===== src/rtl/gate_vector_sequencer_pkg.sv =====
// Shared types and widths for the gate vector sequencer.
package gate_vector_sequencer_pkg;

  localparam int unsigned VEC_W = 2;
  localparam int unsigned CNT_W = 8;

  typedef enum logic [1:0] {
    ST_IDLE  = 2'd0,
    ST_APPLY = 2'd1,
    ST_DONE  = 2'd2
  } state_e;

  typedef logic [VEC_W-1:0] vec_t;
  typedef logic [CNT_W-1:0] cnt_t;

endpackage


===== src/rtl/gate_vector_sequencer_if.sv =====
// Control/status bundle between the experiment top level and the sequencer.
interface gate_vector_sequencer_if;
  import gate_vector_sequencer_pkg::*;

  logic       start;
  logic       abort;
  logic       z;
  logic       x;
  logic       y;
  vec_t       vec_idx;
  logic       busy;
  logic       done;
  logic       pass;
  logic [3:0] err_mask;

  modport master (
    output start, abort, z,
    input  x, y, vec_idx, busy, done, pass, err_mask
  );

  modport slave (
    input  start, abort, z,
    output x, y, vec_idx, busy, done, pass, err_mask
  );
endinterface


===== src/rtl/gate_vector_sequencer_dwell_timer.sv =====
// Per-vector dwell counter; flags the sample offset and the last cycle of a vector.
module dwell_timer
  import gate_vector_sequencer_pkg::*;
#(
  parameter int unsigned DWELL  = 20,
  parameter int unsigned SETTLE = 1
) (
  input  logic clk,
  input  logic rst_n,
  input  logic clr_i,
  input  logic en_i,
  output logic at_settle_o,
  output logic at_last_o
);

  cnt_t cnt_q, cnt_d;

  always_comb begin
    cnt_d = cnt_q;
    if (clr_i)     cnt_d = '0;
    else if (en_i) cnt_d = cnt_q + cnt_t'(1);
  end

  always_ff @(posedge clk) begin
    if (!rst_n) cnt_q <= '0;
    else        cnt_q <= cnt_d;
  end

  assign at_settle_o = (cnt_q == cnt_t'(SETTLE));
  assign at_last_o   = (cnt_q == cnt_t'(DWELL - 1));

endmodule


===== src/rtl/gate_vector_sequencer.sv =====
// Walks a 2-input gate through all four input vectors and checks z against a truth table.
module gate_vector_sequencer
  import gate_vector_sequencer_pkg::*;
#(
  parameter int unsigned DWELL        = 20,
  parameter int unsigned SETTLE       = 1,
  parameter logic [3:0]  EXPECT       = 4'b1000,
  parameter bit          STOP_ON_FAIL = 1'b0
) (
  input  logic                   clk,
  input  logic                   rst_n,
  gate_vector_sequencer_if.slave bus
);

  state_e     state_q, state_d;
  vec_t       vec_q, vec_d;
  logic [3:0] err_q, err_d;
  logic       pass_q, pass_d;
  logic       x_q, x_d, y_q, y_d;
  logic       busy_q, busy_d;
  logic       done_q, done_d;
  logic       tmr_clr, tmr_en, at_settle, at_last;
  logic       miss, finish;

  dwell_timer #(.DWELL(DWELL), .SETTLE(SETTLE)) u_timer (
    .clk        (clk),
    .rst_n      (rst_n),
    .clr_i      (tmr_clr),
    .en_i       (tmr_en),
    .at_settle_o(at_settle),
    .at_last_o  (at_last)
  );

  always_comb begin
    state_d = state_q;
    vec_d   = vec_q;
    err_d   = err_q;
    pass_d  = pass_q;
    x_d     = 1'b0;
    y_d     = 1'b0;
    busy_d  = 1'b0;
    done_d  = 1'b0;
    tmr_clr = 1'b0;
    tmr_en  = 1'b0;
    finish  = 1'b0;
    miss    = bus.z ^ EXPECT[vec_q];
    unique case (state_q)
      ST_IDLE: begin
        if (bus.start && !bus.abort) begin
          state_d = ST_APPLY;
          vec_d   = '0;
          err_d   = '0;
          pass_d  = 1'b0;
          tmr_clr = 1'b1;
          busy_d  = 1'b1;
        end
      end
      ST_APPLY: begin
        if (bus.abort) begin
          state_d = ST_IDLE;
        end else begin
          tmr_en       = 1'b1;
          busy_d       = 1'b1;
          {x_d, y_d}   = vec_q;
          if (at_settle) err_d[vec_q] = miss;
          // Early stop fires on the sampling edge itself, so DONE follows the sample directly.
          if ((at_settle && miss && STOP_ON_FAIL) || (at_last && vec_q == '1)) begin
            finish = 1'b1;
          end else if (at_last) begin
            vec_d      = vec_q + vec_t'(1);
            {x_d, y_d} = vec_q + vec_t'(1);
            tmr_clr    = 1'b1;
          end
          if (finish) begin
            state_d = ST_DONE;
            busy_d  = 1'b0;
            x_d     = 1'b0;
            y_d     = 1'b0;
            done_d  = 1'b1;
            pass_d  = ~|err_d;
          end
        end
      end
      ST_DONE: state_d = ST_IDLE;
      default: state_d = ST_IDLE;
    endcase
  end

  always_ff @(posedge clk) begin
    if (!rst_n) begin
      state_q <= ST_IDLE;
      vec_q   <= '0;
      err_q   <= '0;
      pass_q  <= 1'b0;
      x_q     <= 1'b0;
      y_q     <= 1'b0;
      busy_q  <= 1'b0;
      done_q  <= 1'b0;
    end else begin
      state_q <= state_d;
      vec_q   <= vec_d;
      err_q   <= err_d;
      pass_q  <= pass_d;
      x_q     <= x_d;
      y_q     <= y_d;
      busy_q  <= busy_d;
      done_q  <= done_d;
    end
  end

  assign bus.x        = x_q;
  assign bus.y        = y_q;
  assign bus.vec_idx  = vec_q;
  assign bus.busy     = busy_q;
  assign bus.done     = done_q;
  assign bus.pass     = pass_q;
  assign bus.err_mask = err_q;

endmodule

===== src/flat_wrapper.sv =====
// flat-port wrapper written by rule: the top's interface ports become plain ports
module gate_vector_sequencer_flat import gate_vector_sequencer_pkg::*;
#(
  parameter int unsigned DWELL        = 20,
  parameter int unsigned SETTLE       = 1,
  parameter logic [3:0]  EXPECT       = 4'b1000,
  parameter bit          STOP_ON_FAIL = 1'b0
)
  (clk, rst_n, bus_start, bus_abort, bus_z, bus_x, bus_y, bus_vec_idx, bus_busy, bus_done, bus_pass, bus_err_mask);
  gate_vector_sequencer_if bus_i ();
  input  logic clk;
  input  logic rst_n;
  input wire logic [$bits(bus_i.start)-1:0] bus_start;
  input wire logic [$bits(bus_i.abort)-1:0] bus_abort;
  input wire logic [$bits(bus_i.z)-1:0] bus_z;
  output wire logic [$bits(bus_i.x)-1:0] bus_x;
  output wire logic [$bits(bus_i.y)-1:0] bus_y;
  output wire logic [$bits(bus_i.vec_idx)-1:0] bus_vec_idx;
  output wire logic [$bits(bus_i.busy)-1:0] bus_busy;
  output wire logic [$bits(bus_i.done)-1:0] bus_done;
  output wire logic [$bits(bus_i.pass)-1:0] bus_pass;
  output wire logic [$bits(bus_i.err_mask)-1:0] bus_err_mask;
  assign bus_i.start = bus_start;
  assign bus_i.abort = bus_abort;
  assign bus_i.z = bus_z;
  assign bus_x = bus_i.x;
  assign bus_y = bus_i.y;
  assign bus_vec_idx = bus_i.vec_idx;
  assign bus_busy = bus_i.busy;
  assign bus_done = bus_i.done;
  assign bus_pass = bus_i.pass;
  assign bus_err_mask = bus_i.err_mask;
  gate_vector_sequencer #(.DWELL(DWELL), .SETTLE(SETTLE), .EXPECT(EXPECT), .STOP_ON_FAIL(STOP_ON_FAIL)) u_core (.clk(clk), .rst_n(rst_n), .bus(bus_i));
endmodule

===== config.mk =====
export PLATFORM = sky130hd
export DESIGN_NAME = gate_vector_sequencer_flat
export DESIGN_NICKNAME = d
export VERILOG_FILES = /design/src/rtl/gate_vector_sequencer_pkg.sv /design/src/rtl/gate_vector_sequencer_if.sv /design/src/rtl/gate_vector_sequencer_dwell_timer.sv /design/src/rtl/gate_vector_sequencer.sv /design/src/flat_wrapper.sv
export SDC_FILE = /design/constraint.sdc
export NUM_CORES = 1
export LEC_CHECK = 0
export BUFFER_PORTS_ARGS = -buffer_cell sky130_fd_sc_hd__buf_2
export CAP_MARGIN = 5
export CORE_MARGIN = 2
export CORE_UTILIZATION = 50
export DETAILED_ROUTE_END_ITERATION = 6
export HOLD_SLACK_MARGIN = 0.08
export PLACE_DENSITY = 0.79
export SYNTH_ARGS = -nofsm -noshare
export SYNTH_HDL_FRONTEND = slang
export SYNTH_HIERARCHICAL = 1
export SYNTH_SLANG_ARGS = --single-unit

===== constraint.sdc =====
create_clock -name clk -period 2.6 [get_ports clk]
set_clock_uncertainty 0.2 [all_clocks]
set_input_delay 0 -clock clk [delete_from_list [all_inputs] [get_ports clk]]
set_output_delay 0 -clock clk [all_outputs]
set_load 0.02 [all_outputs]

* Yosys cells after proc, flatten, opt, wreduce, memory -nomap -nowiden
Index checks and enable logic that the tools add are counted.
** Operators by class
- Add/sub/neg operators :: 2
- Order comparisons :: 2
- Eq/ne operators :: 10
- Multiplexer cells :: 42
- Bitwise gates (word level) :: 3
- Reduce and logical (&&, ||, !) cells :: 15
** Operator list (count)
- $mux 1 :: 21
- $mux 4 :: 5
- $mux 2 :: 7
- $add 8x1->8 const B :: 1
- $eq 8x1->1 const B :: 1
- $eq 8x5->1 const B :: 1
- $pmux 2 s2 :: 2
- $pmux 4 s2 :: 1
- $reduce_or 4->1 :: 2
- $ne 2x1->1 const B :: 3
- $pmux 1 s2 :: 3
- $reduce_and 5->1 :: 1
- $bwmux 4 :: 1
- $ne 2x2->1 const B :: 2
- $reduce_and 4->1 :: 1
- $logic_and 1x1->1 :: 3
- $lt 2x3->1 const B :: 1
- $ne 3x2->1 const B :: 1
- $reduce_and 3->1 :: 1
- $reduce_or 3->1 :: 1
- $add 2x1->2 const B :: 1
- $bmux 1 s2 :: 1
- $demux 1 s2 :: 1
- $eq 2x1->1 const B :: 1
- 9 further kinds :: 11
** Word-level totals
- Flip-flop bits (word level) :: 21
- Input port bits :: 5
- Output and inout port bits :: 11
- Word-level logic and storage cells :: 83

* Longest topological paths before layout
Gate-level depths: netlist (run 1).
- Depth in word-level cells :: 13
- Gate-level depth with buffers :: 9
- Gate-level depth less buffers :: 8

* Hierarchy
Netlist (run 1), hierarchy kept.
** By module, submodules not included
- gate_vector_sequencer :: times used 1, cells each 78, area an instance 754.5 µm², seq. area each 260.2 µm²
- dwell_timer :: times used 1, cells each 44, area an instance 391.6 µm², seq. area each 160.2 µm²

* Least setup slack after synthesis (run 1)
Ideal clock, no wire load.
- Path kind :: reg2reg
- Start :: reg u_core.u_timer.cnt_q[5]
- End :: reg u_core.u_timer.cnt_q[1]
- Setup time :: 130 ps
- Arrival :: 2112 ps
- Data required time :: 2270 ps
- Path slack :: 158 ps
- Stages on the path, launching flop included :: 9
- Buffers on the path :: 1
- Period minus slack after synthesis :: 2442 ps
- Cell sequence :: dfxtp_1 or4_4 nor3_1 nor2b_4 nand3_4 nand2_1 nand2b_1 clkbuf_1 a211oi_1
** On the way
- Cells in the longest elaborated chain, start to end :: 6
- Elaborated cells on any way between the ends :: 7
- Those cells by class :: eq/ne: 1; mux: 4; reduce/logical: 2
** RTL lines
- start, declared :: line gate_vector_sequencer_dwell_timer.sv:16 : cnt_t cnt_q, cnt_d;
- start signal, assigned :: line gate_vector_sequencer_dwell_timer.sv:26 : else cnt_q <= cnt_d;
- $eq 8x5->1 (*) :: line gate_vector_sequencer_dwell_timer.sv:30 : assign at_last_o = (cnt_q == cnt_t'(DWELL - 1));
- via u_core.at_last :: line gate_vector_sequencer.sv:22 : logic tmr_clr, tmr_en, at_settle, at_last;
- $mux 1 / $logic_and 1x1->1 (equally long branches) :: line gate_vector_sequencer.sv:69, gate_vector_sequencer.sv:67
- $mux 1 (*) :: line gate_vector_sequencer.sv:67 : if ((at_settle && miss && STOP_ON_FAIL) || (at_last && vec_q == '1)) begin
- $mux 1 (*) :: line gate_vector_sequencer.sv:59 : if (bus.abort) begin
- $pmux 1 s2 (*) :: line gate_vector_sequencer.sv:47 : unique case (state_q)
- via u_core.tmr_clr :: line gate_vector_sequencer.sv:22
- $reduce_or 2->1 (no line) (*)
Mark *: on every way through the listed nets, which the timed path passes. The rest lies on a longest branch.
A chain may end at the register's enable or synchronous reset.

* Final worst setup path (run 1)
- Start :: reg u_core.u_timer.cnt_q[5]
- End :: reg u_core.vec_q[1], in the netlist u_core/bus.vec_idx[1]
** On the way
- Cells in the longest elaborated chain, start to end :: 4
- Elaborated cells on any way between the ends :: 5
- Those cells by class :: eq/ne: 3; reduce/logical: 2
** RTL lines
- $eq 8x5->1 (*) :: line gate_vector_sequencer_dwell_timer.sv:30
- via u_core.at_last :: line gate_vector_sequencer.sv:22
- $logic_and 1x1->1 :: line gate_vector_sequencer.sv:67
- $ne 2x2->1 (no line)
- $reduce_and 5->1 (no line) (*)
- end signal, assigned :: line gate_vector_sequencer.sv:101 : vec_q <= vec_d;
- end, declared :: line gate_vector_sequencer.sv:16 : vec_t vec_q, vec_d;
Marks and branches as above.

==> results.json, run 1 <==
{
  "synth.top_cells.by_count": "21 x dfxtp_1, 14 x nor2_1, 8 x nand2_1, 6 x a21oi_1, 6 x ha_1",
  "clk_latency_ns": 0.30,
  "reg2reg_to": "u_core/bus.vec_idx[1]",
  "drv_cap": 0,
  "p_switching_mw": 0.124,
  "crit_path_max_fanout": 5,
  "intPower_mw": 0.398,
  "pin_count": 16,
  "dpl_cell_area_sq_um": 1230,
  "ys_seq_area_share_pct": 36.7,
  "rows": 17,
  "postRouteAntennaNets": 0,
  "start_util_pct": 52.3,
  "grt_overflow_total": 0,
  "worstPathRequired_ns": 2.60,
  "synth_flop_cell": "dfxtp_1",
  "synthCells": 122,
  "utilization_pct": 60.0,
  "combPwrFrac_pct": 7.7,
  "min_delay_worst_endpoint": "u_core/u_timer/cnt_q[7]",
  "crit_chain": "or4_4 > nor3_2 > nor2b_4 > nand3_4 > nand3_1 > a21boi_0 > dlygate4sd3_1",
  "cts_tree": "done",
  "ys_warn_count": 6,
  "crit_buf_inv": 1,
  "cp_top_family": "simple AND/OR/NAND/NOR gates",
  "worstMarginPinSlew_ns": 0.645,
  "max_freq_mhz": 399,
  "grt_start_max_net_pins": 13,
  "drive_gt1_share_pct": 23.1,
  "synth_top_area_cell": "dfxtp_1",
  "crit_path_max_incr_delay_ns": 0.56,
  "dpl.hpwl_microns": 1670,
  "syn_avg_cell_area_sq_um": 9.39,
  "register_area_sq_um": 420,
  "cts_buffer_depth": 2,
  "viasPerCell": 5.67,
  "core-area_sq_um": 2190,
  "rr_startpoint": "u_core/u_timer/cnt_q[5]",
  "hold_viol": 0,
  "synth.most_common_cell": "dfxtp_1",
  "htreeDepth": 1,
  "syn-cell-area_sq_um": 1150,
  "multiInputGateArea_sq_um": 688,
  "hp-start": "u_core/u_timer/cnt_q[7]",
  "final_cells": 171,
  "dieArea_sq_um": 2690,
  "critPathSlowestCell": "dlygate4sd3_1",
  "final_cell_area_sq_um": 1320,
  "dp_cells": 162,
  "place_congestion": 0.851,
  "diodes": 0,
  "drc": 0,
  "port_buffers": 15,
  "fin_crit_ns": 2.51,
  "cts_sinks": 21,
  "p_sw_share_pct": 23.7,
  "pre_cts_slack_ns": 0.338,
  "synth-edff-count": 0,
  "die_w_microns": 51.9,
  "hold_class": "reg2reg",
  "power_frac_clock_pct": 29.5,
  "syn_to_final_growth_pct": 14.7,
  "fillers": 178,
  "p_total_mw": 0.523,
  "antenna_found_initial": 0,
  "grt_pass1_vias": 929,
  "worstPathArrival_ns": 2.51,
  "cp-end-kind": "flop",
  "p_per_area_nw_per_um2": 397,
  "fin_crit_sh_pct": 96.5,
  "cts-root-buf": "clkbuf_4",
  "postCtsSetupBuffers": 0,
  "ir_drop_v": 0.000264,
  "drtIter0Drc": 27,
  "wl_per_cell_microns": 13.7,
  "layout_setup_ws_ns": 0.0922,
  "max_slew_margin_pct": 56.9,
  "grt_pass1_wl_microns": 3880,
  "first_pass_iters": 4,
  "path_class": "reg2reg",
  "finalSetupViolCount": 0,
  "whs_ns": 0.313,
  "grt_util_all_layers_pct": 19.1,
  "slew_viol_final": 0,
  "async_flop_share_pct": 0,
  "seq_power_share_pct": 62.8,
  "hold_depth": 2,
  "cts_made_buffers": 3,
  "synth.top_cells.by_area": "dfxtp_1 37%, ha_1 6.6%, nor2_1 4.6%, nand3_4 3.1%, and2_1 2.7%",
  "path_clk_slew_ns": 0.12,
  "synth_seq_cells": 21,
  "vias": 969,
  "cellLeakagePower_nw": 0.539,
  "synth_cell_types": 44,
  "nets": 155,
  "cp-start-kind": "flop",
  "synth_top_area_share_pct": 36.7,
  "fin_tns_setup_ns": 0,
  "syn_nets": 133,
  "chipHeight_microns": 51.9,
  "postRouteWirelength_microns": 2340,
  "status": "complete, no violations",
  "r2r_setup_slack_ns": 0.09,
  "reg2reg_depth": 7
}
[per-layer routing]
layer / global-route usage [%] / wire length (microns) / vias up
met4: 7.89 / 27 / 0
met5: 0 / 0 / -
met2: 32.5 / 1120 / 26
li1: - / - / 483
met1: 24.0 / 1090 / 456
met3: 2.59 / 100 / 4
[worst register-to-register path, cell delays in order (launching register included)]
cell and delay [ns]:
dfxtp_1 0.36, or4_4 0.54, nor3_2 0.21, nor2b_4 0.24, nand3_4 0.10, nand3_1 0.11
a21boi_0 0.08, dlygate4sd3_1 0.56
[power groups by stage]
| stage | registers, mW | logic [mW] | clock network [mW] |
|---|---|---|---|
| after floorplan | 0.334 | 0.0261 | 0 |
| after global placement | 0.335 | 0.0337 | 0 |
| after detailed placement | 0.335 | 0.0350 | 0 |
| after CTS | 0.328 | 0.0395 | 0.158 |
| after global routing | 0.329 | 0.0438 | 0.168 |
| final | 0.328 | 0.0401 | 0.154 |
[cells by family after synthesis]
logic type                 share of synthesized area, %
and+or+nand+nor                                    30.9
buffers and inverters                              3.71
DFF                                                36.7
xor gates and xnor gates                           4.48
adders and majority gates                          6.55
AOI/OAI and AO/OA                                  17.7
[area by class of cell]
class | instances | share of cell area, %
Multi-Input combinational cell | 94 | 52.3
Inverter | 3 | 0.856
Clock buffer | 3 | 1.71
Sequential cell | 21 | 32.0
Tap cell | 28 | 2.66
Timing Repair Buffer | 21 | 10.1
Clock inverter | 1 | 0.381
[layout by cell type (no fill, tap or decap), drive strengths merged, types with 2 or more instances in the layout]
cell type / netlist / final
a21oi: 6 / 6
or3: 3 / 3
nor4b: 2 / 2
o21ai: 7 / 7
clkbuf: 1 / 3
inv: 3 / 3
nand2b: 3 / 3
xor2: 3 / 3
nor3b: 2 / 2
nand2: 8 / 8
xnor2: 2 / 2
nor2: 15 / 15
a31oi: 4 / 4
buf: 3 / 16
ha: 6 / 6
dlygate4sd3: 0 / 5
nand4: 5 / 5
and2: 5 / 5
a22o: 3 / 3
o21a: 2 / 2
dfxtp: 21 / 21
nand3: 3 / 3
nor2b: 3 / 3
[state kept, by name, summed over array words and instances, names as in the netlist]
signal,flops
u_core/bus.busy,1
u_core/state_q,2
u_core/bus.x,1
u_core/bus.vec_idx,2
u_core/u_timer/cnt_q,8
u_core/bus.err_mask,4
u_core/bus.pass,1
u_core/bus.y,1
u_core/bus.done,1
[repair_timing]
action / CTS / global route
gates resized for setup: 0 / 1
hold buffers: 5 / 0
endpoints found under the hold margin: 21 / 0
endpoints found under the setup margin: 0 / 1
[worst max path at each step]
stage,start,end,slack (ns),cells after the start
after floorplan,u_core/u_timer/cnt_q[5],u_core/u_timer/cnt_q[1],0.16,8
after global placement,u_core/u_timer/cnt_q[5],u_core/bus.err_mask[0],0.34,5
after detailed placement,u_core/u_timer/cnt_q[5],u_core/bus.err_mask[0],0.34,5
after CTS,u_core/u_timer/cnt_q[5],u_core/bus.vec_idx[1],0.09,7
after global routing,u_core/u_timer/cnt_q[5],u_core/bus.vec_idx[1],-0.03,7
final,u_core/u_timer/cnt_q[5],u_core/bus.vec_idx[1],0.09,7
No activity file was read; power rests on OpenSTA's default activity.
==> run 2, diff against run 1 <==
--- a/config.mk
+++ b/config.mk
@@ -6,12 +6,13 @@
 export NUM_CORES = 1
 export LEC_CHECK = 0
 export BUFFER_PORTS_ARGS = -buffer_cell sky130_fd_sc_hd__buf_2
-export CAP_MARGIN = 5
+export CELL_PAD_IN_SITES_DETAIL_PLACEMENT = 1
+export CELL_PAD_IN_SITES_GLOBAL_PLACEMENT = 2
 export CORE_MARGIN = 2
-export CORE_UTILIZATION = 50
+export CORE_UTILIZATION = 31
 export DETAILED_ROUTE_END_ITERATION = 6
 export HOLD_SLACK_MARGIN = 0.08
-export PLACE_DENSITY = 0.79
+export PLACE_DENSITY = 0.78
 export SYNTH_ARGS = -nofsm -noshare
 export SYNTH_HDL_FRONTEND = slang
 export SYNTH_HIERARCHICAL = 1
==> run 2 against run 1 <==
Compared with the run above: worst hold slack improved by 0.0090 ns; utilization fell by 22 points; highest routed layer unchanged; global-route usage fell by 4.3 points; power rose by 12%; flip-flop and latch count did not move; clock-buffer cell count rose by 1; wire length rose by 16%; combinational power rose by 10%; die area rose by 56%; critical path depth did not move; worst setup slack improved by 0.26 ns; non-clock buffer count rose by 1.
==> results.json, run 2 (synthesis results as in run 1) <==
{
  "grt_overflow_total": 0,
  "cp-start-kind": "flop",
  "slew_viol_final": 0,
  "postRouteWirelength_microns": 2730,
  "worstMarginPinSlew_ns": 0.444,
  "cellLeakagePower_nw": 0.543,
  "cts_sinks": 21,
  "grt_util_all_layers_pct": 14.8,
  "worstPathArrival_ns": 2.18,
  "nets": 156,
  "fin_crit_ns": 2.24,
  "vias": 962,
  "crit_path_max_fanout": 8,
  "dpl.hpwl_microns": 2050,
  "path_class": "reg2reg",
  "place_congestion": 0.787,
  "drive_gt1_share_pct": 22.9,
  "cts_tree": "done",
  "grt_pass1_vias": 990,
  "worstPathRequired_ns": 2.54,
  "htreeDepth": 1,
  "pin_count": 16,
  "die_w_microns": 64.8,
  "viasPerCell": 5.01,
  "rows": 22,
  "max_freq_mhz": 445,
  "cp_top_family": "simple AND/OR/NAND/NOR gates",
  "path_clk_slew_ns": 0.08,
  "crit_chain": "or4_4 > nor3_1 > nor2b_4 > nand3_4 > nand2_1 > nand2b_1 > a211oi_1",
  "cp-end-kind": "flop",
  "drc": 0,
  "antenna_found_initial": 0,
  "postRouteAntennaNets": 0,
  "first_pass_iters": 4,
  "grt_start_max_net_pins": 12,
  "hold_viol": 0,
  "wl_per_cell_microns": 14.2,
  "clk_latency_ns": 0.26,
  "hold_class": "reg2reg",
  "drv_cap": 0,
  "chipHeight_microns": 64.8,
  "cts_made_buffers": 3,
  "dieArea_sq_um": 4200,
  "status": "complete, no violations",
  "largest_register_ffs": 8,
  "fin_crit_sh_pct": 86.3,
  "crit_path_max_incr_delay_ns": 0.53,
  "rsz0062_at_grt": "false",
  "drtIter0Drc": 14,
  "ir_drop_v": 0.000150,
  "top_register": "u_core/u_timer/cnt_q",
  "p_total_mw": 0.587,
  "cts_buffer_depth": 2,
  "cts_resized": 0,
  "final_cell_mix": "21 x dfxtp_1, 15 x buf_2, 14 x nor2_1, 8 x nand2_1",
  "grt_pass1_wl_microns": 4750,
  "critPathSlowestCell": "or4_4",
  "diodes": 0,
  "fillers": 429,
  "finalSetupViolCount": 0,
  "utilization_pct": 37.6,
  "final_cells": 192,
  "fin_tns_setup_ns": 0,
  "crit_buf_inv": 0,
  "port_buffers": 15,
  "dp_cells": 184,
  "core-area_sq_um": 3610,
  "cts-root-buf": "clkbuf_8",
  "max_slew_margin_pct": 70.4,
  "p_per_area_nw_per_um2": 433,
  "start_util_pct": 31.8,
  "syn_to_final_growth_pct": 18.4,
  "layout.cells.most_common": "dfxtp_1"
}
## run 2: cell types whose count changed in the layout (fill, tap and decap cells not counted)
cell / previous run / this run
buf_4: 1 / 3
clkbuf_1: 0 / 1
clkbuf_4: 3 / 0
clkbuf_8: 0 / 3
clkinv_2: 1 / 0
dlygate4sd3_1: 5 / 4
nor3_1: 0 / 1
nor3_2: 1 / 0
## run 2: stage by stage
step / hold slack (ns) / cell area [sq um] / setup slack (ns)
3_3_place_gp: 0.126 / 1270 / 0.417
2_1_floorplan: -0.0825 / 1150 / 0.158
5_1_grt: 0.360 / 1360 / 0.118
6_report: 0.322 / 1360 / 0.355
3_5_place_dp: 0.128 / 1270 / 0.339
4_1_cts: 0.320 / 1360 / 0.326
## run 2: worst paths after layout
kind,start,end,slack (ns),depth (start not counted)
worst max register to register,u_core/u_timer/cnt_q[5],u_core/u_timer/cnt_q[1],0.36,7
worst min-delay path,u_core/u_timer/cnt_q[7],u_core/u_timer/cnt_q[7],0.32,2
worst min register to register,u_core/u_timer/cnt_q[7],u_core/u_timer/cnt_q[7],0.32,2
worst max-delay path,u_core/u_timer/cnt_q[5],u_core/u_timer/cnt_q[1],0.36,7
## run 2: layout make-up
type | instances | area, sq um | share of cell area, %
Timing Repair Buffer | 22 | 138 | 10.1
Inverter | 3 | 11.3 | 0.829
Sequential cell | 21 | 420 | 31.0
Clock buffer | 4 | 45.0 | 3.32
Tap cell | 48 | 60.1 | 4.42
Multi-Input combinational cell | 94 | 683 | 50.3
## run 2: worst register-to-register path: cells and delay by family, from the launching register on
kind,cells,cell delay [ns]
AO/OA/AOI/OAI,1,0.09
flip-flops,1,0.35
AND/OR/NAND/NOR,6,1.48
## run 2: what timing repair did
action | in CTS | in global routing
buffers inserted | 0 | 0
hold buffers | 4 | 0
hold endpoints to repair | 14 | 0
## run 2: power by group
part / switching, mW / internal [mW]
logic: 0.0255 / 0.0187
registers: 0.00182 / 0.324
clock network: 0.108 / 0.109
## run 2: per-layer routing
metal / vias to the layer above / GRT usage [%] / wire length (microns)
li1: 480 / - / -
met1: 467 / 18.0 / 1310
met2: 11 / 25.0 / 1310
met3: 4 / 3.13 / 67
met4: 0 / 6.38 / 40
met5: - / 0 / 0
==> run 3, diff against run 2 <==
--- a/config.mk
+++ b/config.mk
@@ -9,11 +9,10 @@
 export CELL_PAD_IN_SITES_DETAIL_PLACEMENT = 1
 export CELL_PAD_IN_SITES_GLOBAL_PLACEMENT = 2
 export CORE_MARGIN = 2
-export CORE_UTILIZATION = 31
+export CORE_UTILIZATION = 30
 export DETAILED_ROUTE_END_ITERATION = 6
 export HOLD_SLACK_MARGIN = 0.08
-export PLACE_DENSITY = 0.78
+export PLACE_DENSITY = 0.77
 export SYNTH_ARGS = -nofsm -noshare
 export SYNTH_HDL_FRONTEND = slang
-export SYNTH_HIERARCHICAL = 1
 export SYNTH_SLANG_ARGS = --single-unit
==> run 3 against run 2 <==
Compared with the run above: non-clock buffer count shrank 1; combinational power shrank 4%; final area shrank 0.83%; clock power grew 2%; worst hold slack lost 0.043 ns; die area grew 0.79%; worst setup slack gained 0.17 ns; clock-buffer cell count shrank 1; wire length grew 4.8%; first-iteration DRC count grew to 2.5 times the previous value; area after synthesis shrank 2.4%; flip-flop and latch count is the same.
==> results.json, run 3 <==
{
  "hold_class": "reg2reg",
  "antenna_found_initial": 0,
  "multiInputGateArea_sq_um": 663,
  "worstPathRequired_ns": 2.59,
  "grt_pass1_wl_microns": 4920,
  "grt_overflow_total": 0,
  "synth_cell_types": 45,
  "place_congestion": 0.852,
  "worstPathArrival_ns": 2.06,
  "path_class": "reg2reg",
  "synth_top_area_share_pct": 37.6,
  "dieArea_sq_um": 4230,
  "fillers": 451,
  "htreeDepth": 1,
  "synthCells": 123,
  "path_clk_slew_ns": 0.08,
  "largest_register_ffs": 8,
  "register_area_sq_um": 420,
  "synth.top_cells.by_area": "dfxtp_1 38%, ha_1 6.7%, xor2_1 4.7%, nand3_1 4.0%, nor2_1 4.0%",
  "viasPerCell": 5.13,
  "p_per_area_nw_per_um2": 440,
  "ir_drop_v": 0.000147,
  "layout.cells.most_common": "dfxtp_1",
  "status": "complete, no violations",
  "reg2reg_depth": 5,
  "finalSetupViolCount": 0,
  "cts_buffer_depth": 2,
  "nets": 158,
  "clk_latency_ns": 0.26,
  "hold_viol": 0,
  "port_buffers": 15,
  "postRouteAntennaNets": 0,
  "first_pass_iters": 4,
  "cts_sinks": 21,
  "core-area_sq_um": 3630,
  "start_util_pct": 30.8,
  "top_register": "u_core.u_timer.cnt_q",
  "synth_top_area_cell": "dfxtp_1",
  "crit_path_max_fanout": 7,
  "grt_util_all_layers_pct": 15.0,
  "chipHeight_microns": 65.1,
  "final_cell_mix": "21 x dfxtp_1, 15 x buf_2, 12 x nor2_1, 9 x nand3_1, 7 x inv_1",
  "syn_to_final_growth_pct": 20.4,
  "ys_warn_count": 0,
  "cts-root-buf": "clkbuf_8",
  "drc": 0,
  "synth.top_cells.by_count": "21 x dfxtp_1, 12 x nor2_1, 9 x nand3_1, 7 x inv_1",
  "drtIter0Drc": 35,
  "fin_crit_sh_pct": 79.8,
  "die_w_microns": 65.1,
  "syn_nets": 134,
  "pin_count": 16,
  "worstMarginPinSlew_ns": 0.588,
  "synth.most_common_cell": "dfxtp_1",
  "drv_cap": 0,
  "cp-end-kind": "flop",
  "syn-cell-area_sq_um": 1120,
  "ys_seq_area_share_pct": 37.6,
  "cts_resized": 0,
  "synth_flop_cell": "dfxtp_1",
  "wl_per_cell_microns": 14.7,
  "max_slew_margin_pct": 60.5,
  "synth-edff-count": 0,
  "drive_gt1_share_pct": 20.5,
  "pre_cts_slack_ns": 0.541,
  "cts_tree": "done",
  "fin_crit_ns": 2.07,
  "syn_avg_cell_area_sq_um": 9.09,
  "rows": 22,
  "cp-start-kind": "flop",
  "synth_seq_cells": 21,
  "layout_setup_ws_ns": 0.525,
  "cellLeakagePower_nw": 0.529,
  "grt_start_max_net_pins": 14,
  "hold_depth": 2,
  "fin_tns_setup_ns": 0,
  "dpl.hpwl_microns": 2190,
  "cts_made_buffers": 3,
  "diodes": 0,
  "max_freq_mhz": 482,
  "slew_viol_final": 0,
  "postRouteWirelength_microns": 2860,
  "async_flop_share_pct": 0,
  "vias": 996,
  "grt_pass1_vias": 992,
  "rsz0062_at_grt": "false"
}
## run 3: changes by cell type in the layout (fill, tap and decap cells not counted), moves of 3 or more
cell,previous run,this run
and2_1,5,2
inv_1,3,7
nand3_1,1,9
xor2_1,3,6
## run 3: cells by family (layout without fill, tap and decap cells)
logic type	count (synthesis)	count (layout)	share of synthesized area, %
muxes	2	2	1.79
adders and majority gates	6	6	6.71
buffers and inverters	9	32	3.13
DFF	21	21	37.6
xor gates and xnor gates	8	8	6.26
AOI/OAI and AO/OA	24	24	14.8
and+or+nand+nor	53	53	29.8
## run 3: timing repair
item                                   4_1_cts  5_1_grt
endpoints found under the hold margin       10        0
buffers inserted                             0        0
hold buffers                                 4        0
## run 3: per-layer routing
layer | up-vias | part of all wire, % | global-route usage, %
li1 | 497 | - | -
met1 | 478 | 50 | 20.2
met2 | 16 | 46 | 24.0
met3 | 5 | 2.6 | 2.78
met4 | 0 | 1.5 | 5.47
met5 | - | 0 | 0
## run 3: critical path, cell delays in order (launching register included)
cell	delay, ns
dfxtp_1	0.43
ha_1	0.33
mux2i_1	0.11
or3_1	0.33
or4_1	0.40
o31ai_1	0.19
## run 3: worst paths after layout
path | from | endpoint | slack, ns
worst max register to register | u_core.bus.vec_idx[0] | u_core.bus.pass | 0.53
worst min register to register | u_core.bus.err_mask[2] | u_core.bus.err_mask[2] | 0.28
worst min-delay path | u_core.bus.err_mask[2] | u_core.bus.err_mask[2] | 0.28
worst max-delay path | u_core.bus.vec_idx[0] | u_core.bus.pass | 0.53
## run 3: area by class of cell
| class | instances | share of cell area, % |
|---|---|---|
| Multi-Input combinational cell | 93 | 49.3 |
| Sequential cell | 21 | 31.2 |
| Timing Repair Buffer | 21 | 9.67 |
| Tap cell | 48 | 4.46 |
| Clock buffer | 3 | 3.07 |
| Inverter | 7 | 1.95 |
| Clock inverter | 1 | 0.372 |
## run 3: where the power goes
group / internal, mW / switching [mW]
Sequential: 0.324 / 0.00319
Clock: 0.107 / 0.115
Combinational: 0.0193 / 0.0229
Total: 0.451 / 0.141
## run 3: metrics by stage
stage / utilization (%) / hold WS, ns / std cells / power [mW] / area (sq um)
detailed placement: 34.7 / 0.0443 / 186 / 0.373 / 1260
CTS: 37.1 / 0.283 / 194 / 0.602 / 1350
finish: 37.1 / 0.279 / 194 / 0.592 / 1350
global placement: 34.7 / 0.0461 / 186 / 0.372 / 1260
global route: 37.1 / 0.317 / 194 / 0.619 / 1350
floorplan: - / -0.0948 / 123 / 0.357 / 1120
